==> src/rtl/config_pkg.sv <==
// Shared constants and types for the UART ALU datapath.
// Response framing mirrors the request format parsed on the receive side.
package config_pkg;

    localparam logic [7:0] OP_ECHO = 8'h01;
    localparam logic [7:0] OP_ADD  = 8'h02;
    localparam logic [7:0] OP_MUL  = 8'h03;
    localparam logic [7:0] OP_DIV  = 8'h04;

    localparam int unsigned HDR_BYTES = 4;
    localparam logic [7:0]  RSV_BYTE  = 8'h00;

    typedef enum logic [2:0] {
        StIdle,
        StHdrOp,
        StHdrRsv,
        StHdrLsb,
        StHdrMsb,
        StPayload
    } tx_state_t;

endpackage

==> src/rtl/piso_8.sv <==
// Parallel-load, serial-out byte shift register; byte_o is the low byte.
// Transmit counterpart of shift_8.
module piso_8 #(
    parameter int unsigned RESULT_W = 64
) (
    input  logic                clk,
    input  logic                rst,
    input  logic                load_i,
    input  logic                shift_i,
    input  logic [RESULT_W-1:0] data_i,
    output logic [7:0]          byte_o
);

    logic [RESULT_W-1:0] shift_q;

    always_ff @(posedge clk or posedge rst) begin
        if (rst) begin
            shift_q <= '0;
        end else if (load_i) begin
            shift_q <= data_i;
        end else if (shift_i) begin
            shift_q <= shift_q >> 8;
        end
    end

    assign byte_o = shift_q[7:0];

endmodule

==> src/rtl/resp_packetizer.sv <==
// Frames one result word as opcode, reserved, length LSB/MSB, payload (LSB first)
// onto the byte stream feeding the UART transmitter.
module resp_packetizer
    import config_pkg::*;
#(
    parameter int unsigned RESULT_W  = 64,
    parameter int unsigned MAX_BYTES = RESULT_W / 8,
    parameter int unsigned CNT_W     = $clog2(MAX_BYTES + 1)
) (
    input  logic                clk,
    input  logic                rst,
    input  logic [7:0]          opcode_i,
    input  logic [RESULT_W-1:0] result_i,
    input  logic [CNT_W-1:0]    nbytes_i,
    input  logic                valid_i,
    output logic                ready_o,
    output logic [7:0]          data_o,
    output logic                valid_o,
    input  logic                ready_i
);

    tx_state_t        state_q, state_d;
    logic [7:0]       op_q;
    logic [15:0]      len_q;
    logic [CNT_W-1:0] cnt_q;
    logic [CNT_W-1:0] n_eff;
    logic [15:0]      len_d;
    logic [7:0]       payload_byte;
    logic             accept;
    logic             xfer;

    // Oversized requests are silently clamped to the word width.
    always_comb begin
        n_eff = (nbytes_i > CNT_W'(MAX_BYTES)) ? CNT_W'(MAX_BYTES) : nbytes_i;
        len_d = 16'(HDR_BYTES) + 16'(n_eff);
    end

    assign ready_o = (state_q == StIdle);
    assign valid_o = ~ready_o;
    assign accept  = valid_i && ready_o;
    assign xfer    = valid_o && ready_i;

    piso_8 #(
        .RESULT_W(RESULT_W)
    ) u_piso (
        .clk    (clk),
        .rst    (rst),
        .load_i (accept),
        .shift_i(xfer && (state_q == StPayload)),
        .data_i (result_i),
        .byte_o (payload_byte)
    );

    always_ff @(posedge clk or posedge rst) begin
        if (rst) begin
            state_q <= StIdle;
            op_q    <= '0;
            len_q   <= '0;
            cnt_q   <= '0;
        end else begin
            state_q <= state_d;
            if (accept) begin
                op_q  <= opcode_i;
                len_q <= len_d;
                cnt_q <= n_eff;
            end else if (xfer && (state_q == StPayload)) begin
                cnt_q <= cnt_q - 1'b1;
            end
        end
    end

    always_comb begin
        state_d = state_q;
        data_o  = 8'h00;
        unique case (state_q)
            StIdle: begin
                if (accept) state_d = StHdrOp;
            end
            StHdrOp: begin
                data_o = op_q;
                if (xfer) state_d = StHdrRsv;
            end
            StHdrRsv: begin
                data_o = RSV_BYTE;
                if (xfer) state_d = StHdrLsb;
            end
            StHdrLsb: begin
                data_o = len_q[7:0];
                if (xfer) state_d = StHdrMsb;
            end
            StHdrMsb: begin
                data_o = len_q[15:8];
                if (xfer) state_d = (cnt_q != '0) ? StPayload : StIdle;
            end
            StPayload: begin
                data_o = payload_byte;
                if (xfer && (cnt_q == CNT_W'(1))) state_d = StIdle;
            end
            default: state_d = StIdle;
        endcase
    end

endmodule

==> config.mk <==
export PLATFORM = sky130hd
export DESIGN_NAME = resp_packetizer
export DESIGN_NICKNAME = d
export VERILOG_FILES = /design/src/rtl/config_pkg.sv /design/src/rtl/piso_8.sv /design/src/rtl/resp_packetizer.sv
export SDC_FILE = /design/constraint.sdc
export NUM_CORES = 1
export LEC_CHECK = 0
export ABC_AREA = 1
export CAP_MARGIN = 20
export CORE_UTILIZATION = 38
export CTS_BUF_LIST = sky130_fd_sc_hd__clkbuf_4
export DETAILED_ROUTE_END_ITERATION = 10
export PLACE_DENSITY_LB_ADDON = 0.3
export SYNTH_ARGS = -nofsm -noshare
export SYNTH_HDL_FRONTEND = slang
export SYNTH_SLANG_ARGS = --single-unit
==> constraint.sdc <==
create_clock -name clk -period 2.8 [get_ports clk]
set_input_delay 0.28 -clock clk [delete_from_list [all_inputs] [get_ports clk]]
set_output_delay 0.28 -clock clk [all_outputs]
set_load 0.01 [all_outputs]
==> summary.md <==
| Metric | Value |
|---|---|
| Status | finished clean |
| Vias | 3621 |
| I/O pins | 90 |
| Fin util | 49.6% |
| Worst path required time | 2.52 ns |
| Clock sink total | 84 |
| Seq pwr share | 47.0% |
| Unrepaired setup endpoints after global routing | false |
| Global-route wire length before repair | 16.5 mm |
| Port Buffers | 89 |
| Post-DP HPWL | 6.65 mm |
| Total Power | 4.40 mW |
| Clk slew on worst S/H paths | 0.14 ns |
| Final setup TNS | 0 ns |
| Number of max-cap violations | 0 |
| Seq/Total Area, Yosys | 52.6% |
| Area grow syn2layout | 27.8% |
| H-tree depth | 3 |
| Nets | 670 |
| Worst Skew | 0.0157 ns |
| DR iter-0 viols | 197 |
| Starting Density | 38.8% |
| Total Routing Usage GR | 18.6% |
| Crit path time final | 2.44 ns |
| VDD IR-drop max | 0.320 mV |
| Final Hold Fails | 0 |
| Gate power share | 38.7% |
| Fin crit share | 87.2% |
| Sw Pwr | 1.71 mW |
| Sw Share | 38.9% |
| Site row count | 37 |
| Core box area | 10300 µm² |
| Critical path peak fanout | 9 |
| Post-route DRC violation count | 0 |
| Initial antenna violation count | 0 |
| Fill count | 1029 |
| Diode count | 0 |
| Mapped Area | 3990 µm² |
| Critical path arrival | 2.16 ns |
| P_int | 2.68 mW |
| Synth unique cells | 20 |
| Pwr dens | 861 nW/µm² |
| Relative slew slack | 43.7% |
| Cts bufs inserted | 9 |
| Final Wtd Congestion | 0.854 |
| First-pass detailed-route iteration total | 5 |
| CTS tree | built |
| Critical setup path kind | reg2out |
| Total grt overflow | 0 |
| Net Count, Synth | 591 |
| Final Max Tran Viols | 0 |
| Pin count of the biggest net entering global routing | 59 |
| DRT Wirelength | 9.47 mm |
| Final setup violation count | 0 |
| Detail Route Antenna Nets | 0 |
| Pleak | 2.41 nW |
| Mean Syn Cell Area | 7.86 µm² |
| Post-DR wirelength/cell | 13.0 µm |
| Hold-fix buffers, CTS | 0 |
| Root buffer cell | clkbuf_4 |
| Cells after Synth | 508 |
| Worst min path class | in2async |
| Clock Power Share | 14.3% |
| CP Capture Type | output port |
| FMAX | 0.410 GHz |
| Die Ht | 105 µm |
| Post-cts resize count | 0 |
| Die area | 10900 µm² |
| Vias in the first global route | 3617 |
| Startpoint types | flop |
| Worst-Margin Slew | 0.843 ns |
| Clk_lat worst skew | 0.42 ns |
| Die Wd | 105 µm |
| Count of yosys warnings during synthesis | 0 |
| Layout cells sized above 1 | 5.41% |
| Setup bufs post-CTS | 0 |
| Vias per cell | 4.97 |
| Longest Clk Path Bufs | 2 |
| Synth Register Bits | 84 |
-- cell usage in the layout (no fill, tap or decap) --
master | synthesis | layout
nand4_1 | 1 | 1
nor2_2 | 1 | 1
nand3_2 | 2 | 2
o211ai_1 | 5 | 5
nand3_1 | 110 | 110
ha_1 | 3 | 3
inv_6 | 0 | 1
clkinv_4 | 0 | 2
clkinv_2 | 0 | 1
nor2_4 | 1 | 1
o21ai_0 | 21 | 21
o21a_1 | 1 | 1
clkinvlp_4 | 0 | 3
inv_2 | 4 | 4
o221ai_1 | 1 | 1
inv_1 | 25 | 24
nand2_1 | 212 | 212
clkinv_1 | 1 | 1
buf_12 | 0 | 2
nand3b_1 | 2 | 2
nor2_1 | 6 | 6
clkdlybuf4s50_1 | 0 | 89
clkbuf_4 | 0 | 10
dfrtp_1 | 84 | 84
buf_4 | 6 | 5
-- flip-flops by register name, indices dropped and copies added (netlist names) --
| register | flops |
|---|---|
| cnt_q | 4 |
| len_q | 5 |
| op_q | 8 |
| state_q | 3 |
| u_piso.shift_q | 64 |
-- power groups by stage --
stage          Clock [mW]  Combinational [mW]  Sequential [mW]
6_report            0.629                1.70             2.07
5_1_grt             0.683                1.97             2.13
4_1_cts             0.644                1.73             2.06
3_5_place_dp            0                1.72             2.09
3_3_place_gp            0                1.66             2.08
2_1_floorplan           0                1.23             2.00
-- final cells by class --
type                       count  area [µm²]  share of cell area [%]
timing repair buffer          96         968                    19.0
inverter                      30         114                    2.23
clock buffer                  10        75.1                    1.47
multi-input combinational    366        1620                    31.8
clock inverter                 6        48.8                   0.956
sequential                    84        2100                    41.2
tap                          136         170                    3.33
-- final timing paths --
check | cells after the start | slack, ns | to | start
min in group clk | 3 | 0.40 | u_piso.shift_q[19] | result_i[19]
max in group asynchronous | 3 | 1.95 | u_piso.shift_q[9] | rst
hold reg to reg | 2 | 0.49 | len_q[4] | len_q[4]
hold / removal | 2 | 0.25 | u_piso.shift_q[54] | rst
setup / recovery | 4 | 0.36 | data_o[1] | state_q[2]
setup reg to reg | 8 | 0.53 | cnt_q[2] | state_q[1]
-- synthesized netlist by cell type, drive strengths merged --
library cell,instances,area (µm²)
clkbuf,1,3.75
o21ai,21,105
nand4,1,6.26
o21a,1,7.51
ha,3,37.5
dfrtp,84,2100
o221ai,1,8.76
o211ai,5,37.5
nand3,112,571
buf,27,150
nand3b,2,15.0
clkinv,1,3.75
nor2,8,40.0
inv,29,109
nand2,212,796
-- routing by layer --
| metal | wire length (µm) | vias to the layer above | global-route usage, % |
|---|---|---|---|
| met5 | 0 | - | 0 |
| met4 | 130 | 0 | 6.22 |
| met3 | 455 | 13 | 3.01 |
| met2 | 4320 | 104 | 29.8 |
| met1 | 4560 | 1713 | 25.6 |
| li1 | - | 1791 | - |
-- worst max-delay path: stages, from the launching register on --
cell,delay (ns)
dfrtp_1,0.46
inv_2,0.15
nand3_1,0.28
o211ai_1,0.29
clkdlybuf4s50_1,0.57
-- cells by family after synthesis --
kind of cell,count (synthesis),share of synthesized area [%]
simple gates,335,35.8
flops,84,52.6
buf+inv,58,6.67
compound gates,28,3.98
fa+ha+maj,3,0.940
-- through the flow --
| stage | cell area [µm²] | worst slack [ns] | hold slack, ns | cells |
|---|---|---|---|---|
| after floorplan | 3990 | 0.355 | 0.401 | 508 |
| after global placement | 4980 | 0.410 | 0.448 | 712 |
| after detailed placement | 4980 | 0.369 | 0.461 | 712 |
| after CTS | 5100 | 0.319 | 0.258 | 728 |
| after global routing | 5100 | 0.177 | 0.298 | 728 |
| final | 5100 | 0.358 | 0.248 | 728 |
(Power assumes the default switching activity.)
